**src/rtl/picobus_pkg.sv**
```systemverilog
`default_nettype none
// ============================================================================
//  Module      : picobus_pkg
//  Description : Shared types and constants for the PicoRV32 bus decoder:
//                FSM state encoding, default error read data, clog2 helper.
//  Revision    : 1.0 - initial release
// ============================================================================
package picobus_pkg;

  typedef enum logic [1:0] {
    ST_IDLE   = 2'd0,
    ST_ACTIVE = 2'd1,
    ST_ERROR  = 2'd2,
    ST_DONE   = 2'd3
  } pb_state_e;

  localparam logic [31:0] PB_ERR_DATA = 32'hDEAD_BEEF;

  // Ceiling log2; returns 0 for inputs of 0 or 1.
  function automatic int unsigned pb_clog2(input int unsigned v);
    int unsigned r;
    r = 0;
    while ((64'd1 << r) < 64'(v)) r = r + 1;
    return r;
  endfunction

endpackage
`default_nettype wire

```
**src/rtl/picobus_decoder_if.sv**
```systemverilog
`default_nettype none
// ============================================================================
//  Module      : picobus_decoder_if
//  Description : Bundles the PicoRV32 master side and the broadcast slave
//                side of the bus fabric. The "slave" modport is the decoder's
//                view (it serves the CPU); "master" is the surrounding SoC.
//  Revision    : 1.0 - initial release
// ============================================================================
interface picobus_decoder_if #(
  parameter int NSLAVES = 4,
  parameter int ADDR_W  = 32,
  parameter int DATA_W  = 32
);
  // CPU-facing request/response
  logic                      m_valid;
  logic [ADDR_W-1:0]         m_addr;
  logic [DATA_W-1:0]         m_wdata;
  logic [DATA_W/8-1:0]       m_wstrb;
  logic [DATA_W-1:0]         m_rdata;
  logic                      m_ready;
  // Slave-facing broadcast request and per-slave responses
  logic [NSLAVES-1:0]        s_valid;
  logic [ADDR_W-1:0]         s_addr;
  logic [DATA_W-1:0]         s_wdata;
  logic [DATA_W/8-1:0]       s_wstrb;
  logic [NSLAVES*DATA_W-1:0] s_rdata;
  logic [NSLAVES-1:0]        s_ready;

  modport slave (
    input  m_valid, m_addr, m_wdata, m_wstrb, s_rdata, s_ready,
    output m_rdata, m_ready, s_valid, s_addr, s_wdata, s_wstrb
  );

  modport master (
    output m_valid, m_addr, m_wdata, m_wstrb, s_rdata, s_ready,
    input  m_rdata, m_ready, s_valid, s_addr, s_wdata, s_wstrb
  );
endinterface
`default_nettype wire

```
**src/rtl/picobus_addr_match.sv**
```systemverilog
`default_nettype none
// ============================================================================
//  Module      : picobus_addr_match
//  Description : Combinational base/mask window compare across all slave
//                channels; lowest-index matching channel wins.
//  Revision    : 1.0 - initial release
// ============================================================================
module picobus_addr_match
  import picobus_pkg::*;
#(
  parameter int                          NSLAVES    = 4,
  parameter int                          ADDR_W     = 32,
  parameter logic [NSLAVES*ADDR_W-1:0]   SLAVE_BASE = {NSLAVES*ADDR_W{1'b0}},
  parameter logic [NSLAVES*ADDR_W-1:0]   SLAVE_MASK = {NSLAVES{32'hFF00_0000}},
  localparam int                         SEL_W      = (NSLAVES > 1) ? int'(pb_clog2(NSLAVES)) : 1
) (
  input  logic [ADDR_W-1:0] addr,
  output logic              hit,
  output logic [SEL_W-1:0]  sel
);

  logic [NSLAVES-1:0] match;

  for (genvar i = 0; i < NSLAVES; i++) begin : g_match
    assign match[i] = ((addr & SLAVE_MASK[i*ADDR_W +: ADDR_W]) ==
                       (SLAVE_BASE[i*ADDR_W +: ADDR_W] & SLAVE_MASK[i*ADDR_W +: ADDR_W]));
  end

  // Priority encode: scan high to low so the lowest matching index is left last.
  always_comb begin
    hit = |match;
    sel = '0;
    for (int i = NSLAVES - 1; i >= 0; i--) begin
      if (match[i]) sel = SEL_W'(i);
    end
  end

endmodule
`default_nettype wire

```
**src/rtl/picobus_decoder.sv**
```systemverilog
`default_nettype none
// ============================================================================
//  Module      : picobus_decoder
//  Description : PicoRV32 native-bus fabric: registered address decode onto
//                NSLAVES windows, registered response, ready timeout and a
//                sticky bus-error status with first-error address capture.
//  Revision    : 1.0 - initial release
// ============================================================================
module picobus_decoder
  import picobus_pkg::*;
#(
  parameter int                        NSLAVES    = 4,
  parameter int                        ADDR_W     = 32,
  parameter int                        DATA_W     = 32,
  parameter logic [NSLAVES*ADDR_W-1:0] SLAVE_BASE = {NSLAVES*ADDR_W{1'b0}},
  parameter logic [NSLAVES*ADDR_W-1:0] SLAVE_MASK = {NSLAVES{32'hFF00_0000}},
  parameter int                        TIMEOUT    = 255,
  parameter logic [DATA_W-1:0]         ERR_DATA   = DATA_W'(PB_ERR_DATA)
) (
  input  logic              clk,
  input  logic              reset,
  picobus_decoder_if.slave  bus,
  input  logic              err_clear,
  output logic              err_flag,
  output logic [ADDR_W-1:0] err_addr
);

  localparam int SEL_W   = (NSLAVES > 1) ? int'(pb_clog2(NSLAVES)) : 1;
  localparam int CNT_RAW = int'(pb_clog2(TIMEOUT + 1));
  localparam int CNT_W   = (CNT_RAW < 1) ? 1 : CNT_RAW;
  localparam logic [CNT_W-1:0] CNT_LAST = CNT_W'((TIMEOUT == 0) ? 0 : TIMEOUT - 1);

  pb_state_e             state_q, state_d;
  logic [CNT_W-1:0]      cnt_q, cnt_d;
  logic [SEL_W-1:0]      sel_q, sel_d;
  logic [NSLAVES-1:0]    s_valid_q, s_valid_d;
  logic [ADDR_W-1:0]     s_addr_q, s_addr_d;
  logic [DATA_W-1:0]     s_wdata_q, s_wdata_d;
  logic [DATA_W/8-1:0]   s_wstrb_q, s_wstrb_d;
  logic [DATA_W-1:0]     m_rdata_q, m_rdata_d;
  logic                  m_ready_q, m_ready_d;
  logic                  err_flag_q, err_flag_d;
  logic [ADDR_W-1:0]     err_addr_q, err_addr_d;
  logic                  guard_q, guard_d;   // blocks a new request right after DONE

  logic                  match_hit;
  logic [SEL_W-1:0]      match_sel;

  picobus_addr_match #(
    .NSLAVES    (NSLAVES),
    .ADDR_W     (ADDR_W),
    .SLAVE_BASE (SLAVE_BASE),
    .SLAVE_MASK (SLAVE_MASK)
  ) u_match (
    .addr (bus.m_addr),
    .hit  (match_hit),
    .sel  (match_sel)
  );

  // Next-state, datapath and error-status logic for the transaction FSM.
  always_comb begin
    state_d    = state_q;
    cnt_d      = cnt_q;
    sel_d      = sel_q;
    s_valid_d  = s_valid_q;
    s_addr_d   = s_addr_q;
    s_wdata_d  = s_wdata_q;
    s_wstrb_d  = s_wstrb_q;
    m_rdata_d  = m_rdata_q;
    m_ready_d  = 1'b0;
    err_flag_d = err_flag_q;
    err_addr_d = err_addr_q;
    guard_d    = 1'b0;

    // A clear is overridden below by a simultaneous new error.
    if (err_clear) err_flag_d = 1'b0;

    unique case (state_q)
      ST_IDLE: begin
        if (bus.m_valid && !guard_q) begin
          s_addr_d  = bus.m_addr;
          s_wdata_d = bus.m_wdata;
          s_wstrb_d = bus.m_wstrb;
          if (match_hit) begin
            state_d   = ST_ACTIVE;
            sel_d     = match_sel;
            s_valid_d = NSLAVES'(1) << match_sel;
            cnt_d     = '0;
          end else begin
            state_d = ST_ERROR;
          end
        end
      end
      ST_ACTIVE: begin
        // Ready is checked first so it wins over a coincident timeout.
        if (bus.s_ready[sel_q]) begin
          m_rdata_d = bus.s_rdata[int'(sel_q)*DATA_W +: DATA_W];
          s_valid_d = '0;
          m_ready_d = 1'b1;
          state_d   = ST_DONE;
        end else if ((TIMEOUT != 0) && (cnt_q == CNT_LAST)) begin
          s_valid_d = '0;
          state_d   = ST_ERROR;
        end else begin
          cnt_d = cnt_q + CNT_W'(1);
        end
      end
      ST_ERROR: begin
        m_rdata_d  = ERR_DATA;
        err_flag_d = 1'b1;
        if (!err_flag_q || err_clear) err_addr_d = s_addr_q;
        m_ready_d  = 1'b1;
        state_d    = ST_DONE;
      end
      ST_DONE: begin
        guard_d = 1'b1;
        state_d = ST_IDLE;
      end
      default: state_d = ST_IDLE;
    endcase
  end

  // State and output registers with synchronous reset.
  always_ff @(posedge clk) begin
    if (reset) begin
      state_q    <= ST_IDLE;
      cnt_q      <= '0;
      sel_q      <= '0;
      s_valid_q  <= '0;
      s_addr_q   <= '0;
      s_wdata_q  <= '0;
      s_wstrb_q  <= '0;
      m_rdata_q  <= '0;
      m_ready_q  <= 1'b0;
      err_flag_q <= 1'b0;
      err_addr_q <= '0;
      guard_q    <= 1'b0;
    end else begin
      state_q    <= state_d;
      cnt_q      <= cnt_d;
      sel_q      <= sel_d;
      s_valid_q  <= s_valid_d;
      s_addr_q   <= s_addr_d;
      s_wdata_q  <= s_wdata_d;
      s_wstrb_q  <= s_wstrb_d;
      m_rdata_q  <= m_rdata_d;
      m_ready_q  <= m_ready_d;
      err_flag_q <= err_flag_d;
      err_addr_q <= err_addr_d;
      guard_q    <= guard_d;
    end
  end

  assign bus.s_valid = s_valid_q;
  assign bus.s_addr  = s_addr_q;
  assign bus.s_wdata = s_wdata_q;
  assign bus.s_wstrb = s_wstrb_q;
  assign bus.m_rdata = m_rdata_q;
  assign bus.m_ready = m_ready_q;
  assign err_flag    = err_flag_q;
  assign err_addr    = err_addr_q;

endmodule
`default_nettype wire

```
**src/flat_wrapper.sv**
```systemverilog
// flat-port wrapper written by rule: the top's interface ports become plain ports
module picobus_decoder_flat import picobus_pkg::*;
#(
  parameter int                        NSLAVES    = 4,
  parameter int                        ADDR_W     = 32,
  parameter int                        DATA_W     = 32,
  parameter logic [NSLAVES*ADDR_W-1:0] SLAVE_BASE = {NSLAVES*ADDR_W{1'b0}},
  parameter logic [NSLAVES*ADDR_W-1:0] SLAVE_MASK = {NSLAVES{32'hFF00_0000}},
  parameter int                        TIMEOUT    = 255,
  parameter logic [DATA_W-1:0]         ERR_DATA   = DATA_W'(PB_ERR_DATA)
)
  (clk, reset, err_clear, err_flag, err_addr, bus_m_valid, bus_m_addr, bus_m_wdata, bus_m_wstrb, bus_s_rdata, bus_s_ready, bus_m_rdata, bus_m_ready, bus_s_valid, bus_s_addr, bus_s_wdata, bus_s_wstrb);
  picobus_decoder_if #(.NSLAVES(NSLAVES), .ADDR_W(ADDR_W), .DATA_W(DATA_W)) bus_i ();
  input  logic clk;
  input  logic reset;
  input  logic err_clear;
  output logic err_flag;
  output logic [ADDR_W-1:0] err_addr;
  input wire logic [$bits(bus_i.m_valid)-1:0] bus_m_valid;
  input wire logic [$bits(bus_i.m_addr)-1:0] bus_m_addr;
  input wire logic [$bits(bus_i.m_wdata)-1:0] bus_m_wdata;
  input wire logic [$bits(bus_i.m_wstrb)-1:0] bus_m_wstrb;
  input wire logic [$bits(bus_i.s_rdata)-1:0] bus_s_rdata;
  input wire logic [$bits(bus_i.s_ready)-1:0] bus_s_ready;
  output wire logic [$bits(bus_i.m_rdata)-1:0] bus_m_rdata;
  output wire logic [$bits(bus_i.m_ready)-1:0] bus_m_ready;
  output wire logic [$bits(bus_i.s_valid)-1:0] bus_s_valid;
  output wire logic [$bits(bus_i.s_addr)-1:0] bus_s_addr;
  output wire logic [$bits(bus_i.s_wdata)-1:0] bus_s_wdata;
  output wire logic [$bits(bus_i.s_wstrb)-1:0] bus_s_wstrb;
  assign bus_i.m_valid = bus_m_valid;
  assign bus_i.m_addr = bus_m_addr;
  assign bus_i.m_wdata = bus_m_wdata;
  assign bus_i.m_wstrb = bus_m_wstrb;
  assign bus_i.s_rdata = bus_s_rdata;
  assign bus_i.s_ready = bus_s_ready;
  assign bus_m_rdata = bus_i.m_rdata;
  assign bus_m_ready = bus_i.m_ready;
  assign bus_s_valid = bus_i.s_valid;
  assign bus_s_addr = bus_i.s_addr;
  assign bus_s_wdata = bus_i.s_wdata;
  assign bus_s_wstrb = bus_i.s_wstrb;
  picobus_decoder #(.NSLAVES(NSLAVES), .ADDR_W(ADDR_W), .DATA_W(DATA_W), .SLAVE_BASE(SLAVE_BASE), .SLAVE_MASK(SLAVE_MASK), .TIMEOUT(TIMEOUT), .ERR_DATA(ERR_DATA)) u_core (.clk(clk), .reset(reset), .bus(bus_i), .err_clear(err_clear), .err_flag(err_flag), .err_addr(err_addr));
endmodule
```
**config.mk**
```make
export PLATFORM = sky130hd
export DESIGN_NAME = picobus_decoder_flat
export DESIGN_NICKNAME = d
export VERILOG_FILES = /design/src/rtl/picobus_pkg.sv /design/src/rtl/picobus_decoder_if.sv /design/src/rtl/picobus_addr_match.sv /design/src/rtl/picobus_decoder.sv /design/src/flat_wrapper.sv
export SDC_FILE = /design/constraint.sdc
export NUM_CORES = 1
export LEC_CHECK = 0
export CAP_MARGIN = 20
export CORE_AREA = 2 2 134 136
export CTS_CLUSTER_SIZE = 12
export DETAILED_ROUTE_END_ITERATION = 16
export DIE_AREA = 0 0 136 138
export PLACE_DENSITY = 0.7
export SETUP_SLACK_MARGIN = 0.2
export SYNTH_ARGS = -nofsm -noshare
export SYNTH_HDL_FRONTEND = slang
export SYNTH_SLANG_ARGS = --single-unit
```
**constraint.sdc**
```tcl
create_clock -name clk -period 6.4 [get_ports clk]
set_input_delay 1.28 -clock clk [delete_from_list [all_inputs] [get_ports clk]]
set_output_delay 1.28 -clock clk [all_outputs]
set_load 0.01 [all_outputs]
```
==> metrics.md, run 1 <==
| Metric | Value |
|---|---|
| Fin crit period | between 3 and 4 ns |
| Seq/Total Area, Yosys | 0.549 |
| CTS sink count | between 100 and 150 |
| Critical Path Fanout Max | 12 |
| N_diodes | 0 |
| Placer Congestion | ~0.78 |
| P&R area growth vs syn | 58.9% |
| # setup viols final | 0 |
| Clk Latency, worst-skew pair | ~0.42 ns |
| # IOs | about 340 |
| Syn Inst Count | roughly 650 |
| Max Freq | roughly 310 MHz |
| Placed Area | 7850 um2 |
| Post-synth ARST share | 0 |
| Finished Cell Area | between 8000 and 9000 um2 |
| DRC errors left | 0 |
| Clock buffer count from CTS | 17 |
| Hold_ws | about 0.45 ns |
| WL/cell | around 15 um |
| Share of layout cells above drive strength 1 | 0.0537 |
| EDFF count, synth | 0 |
| Syn Area/Cell | ~8.2 um2 |
| Initial Util | 0.303 |
| WP data required | 6.73 ns |
| Die area | about 19000 um2 |
| GR Util All Layers | 0.174 |
| Power per cell area | 414 nW/um2 |
| Vias | 5191 |
| Rows | 49 |
| Crit share post-route | 0.507 |
| VDD IR max | 194 uV |
| Slew Limit Fails | 0 |
| Hold Fails Final Rpt | 0 |
| Resize count post-CTS | 0 |
| Crit. End Element | flip-flop |
| Flop-to-flop setup slack | between 4 and 5 ns |
| CTS Hold Bufs | 0 |
| Hold WC Path Type | flip-flop to flip-flop |
| Vias in the first global route | around 5100 |
| Setup Buffers After CTS | 0 |
| Placed wire-length estimate | about 11 mm |
| LEAKAGE | between 0.003 and 0.004 uW |
| 1st-pass router iterations | 7 |
| Cell chosen for the clock root | clkbuf_16 |
| Max_slew headroom | 0.293 |
| Synth Flop Type | dfxtp_1 |
| First-pass GRT wire length | approximately 26 mm |
| H-tree levels | 4 |
| CTS Buffer Depth | 2 |
| Buffers on Ports | 239 |
| Critical path type | input pin to flip-flop |
| CTS tree | built |
| DIE HEIGHT | roughly 140 um |
| Worst clock skew | between 0.008 and 0.009 ns |
| Final setup margin | approximately 3.2 ns |
| #FFs+latches synth | between 100 and 150 |
| Clock slew at reported path FFs | 0.07 ns |
| Largest net degree at the start of global routing | 80 |
| Initial antenna violation count | 0 |
| Grt total ovfl | 0 |
| Nets | between 1000 and 1500 |
| Die width | between 100 and 150 um |
| Netlist cell types | between 40 and 50 |
| Drt total wl | 16.3 mm |
| Max Cap Viol | 0 |
| Final Util | 0.482 |
| Pre-CTS setup slack | roughly 2.7 ns |
| Remaining antenna violation count | 0 |
| Worst slew pin tran | ~1.1 ns |
| Via density | approximately 4.7 |
| Fin Setup TNS | 0 ns |
| Critical Path AT | approximately 3.6 ns |
| Core box area | 17500 um2 |
| Status | finished, final reports clean |
| RSZ-0062 raised after global routing | no |
| Ys Warns | 0 |
| Initial drt markers | around 230 |
| Startpoint Class | input pin |
| Mapped cell area | ~5300 um2 |
Yosys cell counts, types with 2 or more instances:
library cell,instances,area (um2)
nand2_1,204,766
dfxtp_1,146,2920
a21oi_1,107,536
nor2_1,36,135
clkbuf_1,34,128
o22ai_1,28,175
nand2b_1,12,75.1
buf_1,10,37.5
a22oi_1,8,60.1
ha_1,7,87.6
inv_1,6,22.5
a221oi_1,4,35.0
or4_1,4,30.0
buf_4,3,22.5
nand3_1,3,15.0
o21a_1,3,22.5
a211oi_1,2,15.0
and2_1,2,12.5
nor2b_1,2,12.5
o21ai_0,2,10.0
o21ai_1,2,10.0
or2_2,2,12.5
or4_4,2,22.5
worst paths after layout:
kind,cells after the start,start,end
max reg2reg,5,u_core.state_q[1]$_SDFFE_PP0P_,u_core.bus.m_rdata[11]$_SDFFE_PP0P_
min,2,u_core.bus.s_wdata[29]$_SDFFE_PP0P_,u_core.bus.s_wdata[29]$_SDFFE_PP0P_
min reg2reg,2,u_core.bus.s_wdata[29]$_SDFFE_PP0P_,u_core.bus.s_wdata[29]$_SDFFE_PP0P_
max,5,bus_m_addr[31],u_core.cnt_q[5]$_SDFFE_PP0P_
power by group:
part	leakage, uW	internal, uW	switching (uW)
Combinational	0.00154	579	687
Clock	0.000289	598	427
Sequential	0.00119	1100	109
Total	0.00302	2280	1220
sequential cells by signal, summed over array words and instances (netlist names):
name,count
u_core.bus.m_ready,1
u_core.err_flag,1
u_core.bus.m_rdata,32
u_core.guard_q,1
u_core.bus.s_addr,32
u_core.err_addr,32
u_core.bus.s_wdata,32
u_core.bus.s_valid,1
u_core.state_q,2
u_core.bus.s_wstrb,4
u_core.cnt_q,8
cell families after synthesis:
kind of cell	Yosys count	share of synthesized area
flops	146	0.549
simple gates	274	0.212
compound gates	164	0.178
fa+ha+maj	7	0.0165
mux	1	0.00188
buf+inv	54	0.0416
other cells	1	0.000705
area by class of cell:
cell class / count / area (um2)
multi-input cells: 449 / 2200
well taps: 229 / 287
flip-flops and latches: 146 / 2920
fillers: 1734 / 9080
repair buffers: 243 / 2420
inverters: 6 / 22.5
clock inverters: 14 / 169
clock buffers: 18 / 439
routing by layer:
metal,vias up,share of wire,track usage
met5,-,0,0
met4,0,0.018,0.0554
met3,19,0.090,0.0686
met2,186,0.46,0.290
met1,2388,0.43,0.205
li1,2598,-,-
cell usage in the layout (no fill, tap or decap), drive strengths merged, types with 3 or more instances in the layout:
| master | n |
|---|---|
| dfxtp | 146 |
| buf | 5 |
| o21a | 3 |
| nand2b | 12 |
| a221oi | 4 |
| clkinvlp | 3 |
| nand3 | 3 |
| or4 | 6 |
| clkdlybuf4s50 | 238 |
| o22ai | 28 |
| a22oi | 8 |
| inv | 12 |
| clkinv | 3 |
| o21ai | 4 |
| ha | 7 |
| nand2 | 204 |
| conb | 3 |
| nor2 | 36 |
| clkbuf | 18 |
| a21oi | 107 |
through the flow:
stage | power, uW | instances
4_1_cts | 3540 | 1105
2_1_floorplan | 1900 | 649
5_1_grt | 3720 | 1105
6_report | 3500 | 1105
3_5_place_dp | 2500 | 1073
3_3_place_gp | 2490 | 1073
worst max-delay path, stage by stage:
cell and delay (ns):
clkdlybuf4s50_1 0.46, or4_1 0.63, o31a_1 0.42, or4_4 0.59, o32ai_2 0.20
No activity file was read; power rests on OpenSTA's default activity.
==> run 2, diff against run 1 <==
clock period = 3.11 ns   (was 6.4 ns; I/O delays follow)
==> run 2 against run 1 <==
Compared with the run above: clock skew grew 0.0037 ns; global-route usage shrank 0.46 points; cell count grew 0.45%; via count shrank 0.50%; sequential power grew 110%; clock power grew 110%; critical path type unchanged.
==> metrics.md, run 2 (synthesis gave the netlist of run 1 again) <==
| Metric | Value |
|---|---|
| VDD IR max | about 460 uV |
| Nets | 1079 |
| Share of layout cells above drive strength 1 | 0.0568 |
| Largest net degree at the start of global routing | 67 |
| Power, Total | 7360 uW |
| Via density | about 4.7 |
| Initial antenna violation count | 0 |
| Remaining antenna violation count | 0 |
| Clock slew at reported path FFs | ~0.060 ns |
| Setup Buffers After CTS | 0 |
| WL/cell | approximately 14 um |
| WP data required | 3.44 ns |
| Drt total wl | between 15 and 20 mm |
| DIE HEIGHT | ~140 um |
| Delay-heaviest family, CP | simple AND/OR/NAND/NOR gates |
| Power per cell area | roughly 860 nW/um2 |
| Crit share post-route | 0.804 |
| CTS sink count | between 100 and 150 |
| RSZ-0062 raised after global routing | no |
| Highest cell delay on the worst timing path | 0.62 ns |
| Grt total ovfl | 0 |
| # IOs | approximately 340 |
| Fin Setup TNS | 0 ns |
| Die area | roughly 19000 um2 |
| Vias | around 5200 |
| Power share of the sequential group | 0.338 |
| Clock Power Share | 0.296 |
| Gate power share | 0.366 |
| Placed wire-length estimate | between 10 and 15 mm |
| # setup viols final | 0 |
| Status | finished, final reports clean |
| Fin crit period | about 2.5 ns |
| Critical Path AT | roughly 2.8 ns |
| Slew Limit Fails | 0 |
| Hold Fails Final Rpt | 0 |
| Placer Congestion | just under 0.8 |
| Max_slew headroom | 0.595 |
| Vias in the first global route | just under 5000 |
| Sw frac | 0.336 |
| Initial drt markers | 188 |
| GR Util All Layers | 0.170 |
| Most frequent cells in the layout | clkdlybuf4s50_1, nand2_1, dfxtp_1 |
| Max Cap Viol | 0 |
| N_diodes | 0 |
| Critical Path Fanout Max | 7 |
| Most common cell after layout, fill and taps aside | clkdlybuf4s50_1 |
| Critical path type | input pin to flip-flop |
| 1st-pass router iterations | 4 |
| Final Util | 0.488 |
| Rows | 49 |
| Switching pwr | roughly 2500 uW |
| Worst path bufs/invs | 1 |
| Startpoint Class | input pin |
| CTS Buffer Depth | 2 |
| Cell chosen for the clock root | clkbuf_16 |
| Resize count post-CTS | 0 |
| Buffers on Ports | around 240 |
| Max Freq | about 400 MHz |
| LEAKAGE | between 0.003 and 0.004 uW |
| H-tree levels | 4 |
| Internal cell power | about 5000 uW |
| CTS Hold Bufs | 0 |
| Clk Latency, worst-skew pair | around 0.42 ns |
| First-pass GRT wire length | about 25 mm |
| Hold WC Path Type | flip-flop to flip-flop |
| Initial Util | 0.303 |
| Clock buffer count from CTS | 17 |
| DRC errors left | 0 |
| P&R area growth vs syn | 60.6% |
| Worst clock skew | 0.0122 ns |
| Worst slew pin tran | slightly above 0.6 ns |
| Finished Cell Area | about 8500 um2 |
| CTS tree | built |
| Worst path cell trace | clkdlybuf4s50_1 -> or4_1 -> o31a_1 -> or4_4 -> o32ai_2 |
| Crit-path slowest cell | or4_1 |
| Die width | 136 um |
| Crit. End Element | flip-flop |
| Core box area | ~18000 um2 |
| Placed Area | 7900 um2 |
## run 2: changes by cell type in the layout (fill, tap and decap cells not counted), moves of 2 or more
| cell | before | now |
|---|---|---|
| inv_8 | 3 | 0 |
| buf_12 | 0 | 2 |
| buf_4 | 5 | 7 |
| bufinv_16 | 2 | 4 |
## run 2: final timing paths
path | start | endpoint | slack [ns] | depth (start not counted)
max | bus_m_addr[31] | u_core.cnt_q[5]$_SDFFE_PP0P_ | 0.61 | 5
min | u_core.err_addr[11]$_SDFFE_PP0P_ | u_core.err_addr[11]$_SDFFE_PP0P_ | 0.45 | 2
max reg2reg | u_core.state_q[1]$_SDFFE_PP0P_ | u_core.cnt_q[5]$_SDFFE_PP0P_ | 0.94 | 6
min reg2reg | u_core.err_addr[11]$_SDFFE_PP0P_ | u_core.err_addr[11]$_SDFFE_PP0P_ | 0.45 | 2
## run 2: through the flow
stage | worst slack (ns) | std cells | hold slack [ns]
2_1_floorplan | 0.836 | 649 | 0.432
3_3_place_gp | 0.185 | 1077 | 0.441
3_5_place_dp | 0.177 | 1077 | 0.445
4_1_cts | 0.608 | 1109 | 0.454
5_1_grt | 0.537 | 1110 | 0.467
6_report | 0.608 | 1110 | 0.452
## run 2: cell type report
type                    count  area (um2)
fillers                  1704        8990
flip-flops and latches    146        2920
inverters                   6        22.5
clock inverters            14         201
repair buffers            248        2490
multi-input cells         449        2200
clock buffers              18         429
well taps                 229         287
## run 2: layer usage
metal  GRT usage  vias up  routed length, um
met5           0        -                  0
met1       0.202     2366               6860
li1            -     2605                  -
met2       0.279      180               7420
met3      0.0675       14               1450
met4      0.0554        0                221
## run 2: power groups by stage
stage | registers [uW] | clock network [uW] | logic [uW]
3_5_place_dp | 2540 | 0 | 2690
3_3_place_gp | 2520 | 0 | 2660
2_1_floorplan | 2690 | 0 | 1220
5_1_grt | 2540 | 2320 | 2970
4_1_cts | 2500 | 2240 | 2710
6_report | 2490 | 2180 | 2690
## run 2: tightest hold or removal path, cell delays in order, from the launching register on
cell	delay [ns]
dfxtp_1	0.31
nand2_1	0.05
a21oi_1	0.05
==> run 3, diff against run 2 <==
clock period = 2.5 ns   (was 3.11 ns; I/O delays follow)
==> run 3 against run 2 <==
Compared with the run above: sequential power is 25% higher; first-iteration DRC count is 15% higher; largest power group unchanged; cell count is 1.3% higher; hold slack worse by 0.053 ns; setup slack worse by 0.36 ns; critical endpoint is now u_core.cnt_q[2]$_SDFFE_PP0P_; critical path type unchanged; die area stayed put; clock power is 9% higher; largest cell class unchanged; critical path depth is 1 higher; sequential cell count stayed put.
==> metrics.md, run 3 (synthesis gave the netlist of run 1 again) <==
| Metric | Value |
|---|---|
| Nets | 1094 |
| Reg2reg path depth | 6 |
| CTS sink count | ~150 |
| Share of layout cells above drive strength 1 | 0.0760 |
| Critical Path AT | 2.58 ns |
| Max_slew headroom | 0.474 |
| Register area | about 2900 um2 |
| Gate power share | 0.384 |
| Via density | 4.62 |
| Placed Area | 8000 um2 |
| Crit-path slowest cell | or4_4 |
| Fillers | 1721 |
| CTS Buffer Depth | 2 |
| CTS Hold Bufs | 0 |
| H-tree levels | 4 |
| Startpoint Class | input pin |
| Rows | 49 |
| Clock Power Share | 0.267 |
| Hold Fails Final Rpt | 0 |
| N_diodes | 0 |
| 1st-pass router iterations | 7 |
| Hold WC Path Type | input pin to flip-flop |
| Fin crit period | approximately 2.3 ns |
| Power per cell area | ~1000 nW/um2 |
| Final setup margin | ~0.25 ns |
| Max Cap Viol | 0 |
| CTS tree | built |
| GR Util All Layers | 0.171 |
| Worst clock skew | between 0.007 and 0.008 ns |
| Placer Congestion | 0.770 |
| Final Util | 0.489 |
| Switching pwr | about 3100 uW |
| Initial Util | 0.303 |
| Critical Path Fanout Max | 6 |
| Internal cell power | about 5800 uW |
| RSZ-0062 raised after global routing | no |
| Drt total wl | 16.2 mm |
| Worst path cell trace | clkdlybuf4s50_1 -> or4_4 -> o31a_1 -> buf_4 -> or3_4 -> o32ai_2 |
| Most frequent cells in the layout | clkdlybuf4s50_1, nand2_1, dfxtp_1 |
| P&R area growth vs syn | 61.1% |
| Vias | approximately 5200 |
| Largest net degree at the start of global routing | 73 |
| Cell chosen for the clock root | clkbuf_16 |
| Slew Limit Fails | 0 |
| Power, Total | 8890 uW |
| Highest cell delay on the worst timing path | around 0.56 ns |
| WL/cell | 14.4 um |
| Sw frac | 0.346 |
| # setup viols final | 0 |
| Power share of the sequential group | 0.349 |
| Die width | between 100 and 150 um |
| Critical path type | input pin to flip-flop |
| Clk Latency, worst-skew pair | 0.41 ns |
| Initial drt markers | roughly 220 |
| Grt total ovfl | 0 |
| VDD IR max | 545 uV |
| Core box area | ~18000 um2 |
| DIE HEIGHT | roughly 140 um |
| Initial antenna violation count | 0 |
| Max Freq | between 400 and 500 MHz |
| Crit share post-route | 0.901 |
| Crit. End Element | flip-flop |
| Status | finished, final reports clean |
| WP data required | 2.82 ns |
| Hold Crit Depth | 2 |
| Placed wire-length estimate | 11.0 mm |
| Die area | roughly 19000 um2 |
| # IOs | about 340 |
| Worst slew pin tran | approximately 0.79 ns |
| Clock slew at reported path FFs | about 0.06 ns |
| LEAKAGE | 0.00309 uW |
| Clock buffer count from CTS | 17 |
| Vias in the first global route | 4888 |
| Finished Cell Area | about 8600 um2 |
| DRC errors left | 0 |
| Most common cell after layout, fill and taps aside | clkdlybuf4s50_1 |
| Pre-CTS setup slack | -0.253 ns |
| First-pass GRT wire length | ~26 mm |
| Remaining antenna violation count | 0 |
| Buffers on Ports | about 240 |
| Area of the multi-input gates | 2220 um2 |
-- run 3: critical path, delay by kind of cell --
family | cells | cell delay (ns)
AOI/OAI and AO/OA | 2 | 0.56
and+or+nand+nor | 2 | 0.92
buffers and inverters | 2 | 0.59
-- run 3: path summary, 6_finish.rpt --
check / from / to / slack, ns
max: bus_m_addr[30] / u_core.cnt_q[2]$_SDFFE_PP0P_ / 0.25
min: reset / u_core.state_q[1]$_SDFFE_PP0P_ / 0.40
max reg2reg: u_core.cnt_q[0]$_SDFFE_PP0P_ / u_core.cnt_q[5]$_SDFFE_PP0P_ / 0.52
min reg2reg: u_core.err_addr[8]$_SDFFE_PP0P_ / u_core.err_addr[8]$_SDFFE_PP0P_ / 0.45
-- run 3: layout make-up --
type / instances / area share
Sequential cell: 146 / 0.341
Tap cell: 229 / 0.0334
Clock buffer: 18 / 0.0501
Clock inverter: 13 / 0.0130
Multi-Input combinational cell: 449 / 0.259
Inverter: 6 / 0.00263
Timing Repair Buffer: 263 / 0.301
-- run 3: what timing repair did --
action,CTS,global route
setup buffers,0,1
resized for setup,1,3
setup endpoints to repair,3,1
pin swaps,3,2
-- run 3: power by group through the flow --
| stage | Sequential, uW | Clock [uW] | Combinational (uW) |
|---|---|---|---|
| 2_1_floorplan | 3340 | 0 | 1510 |
| 3_3_place_gp | 3130 | 0 | 3390 |
| 3_5_place_dp | 3160 | 0 | 3420 |
| 4_1_cts | 3110 | 2430 | 3440 |
| 5_1_grt | 3160 | 2530 | 3770 |
| 6_report | 3110 | 2370 | 3410 |
-- run 3: metrics by stage --
stage	instances	TNS, ns	hold WS (ns)
detailed placement	1092	-1.58	0.446
floorplan	649	0	0.432
global route	1124	0	0.389
finish	1124	0	0.399
CTS	1123	0	0.379
global placement	1092	-1.49	0.441
-- run 3: metal layers --
metal	vias up	track usage	routed length, um
li1	2632	-	-
met1	2362	0.212	7160
met2	182	0.274	7460
met3	22	0.0620	1270
met4	0	0.0598	312
met5	-	0	0
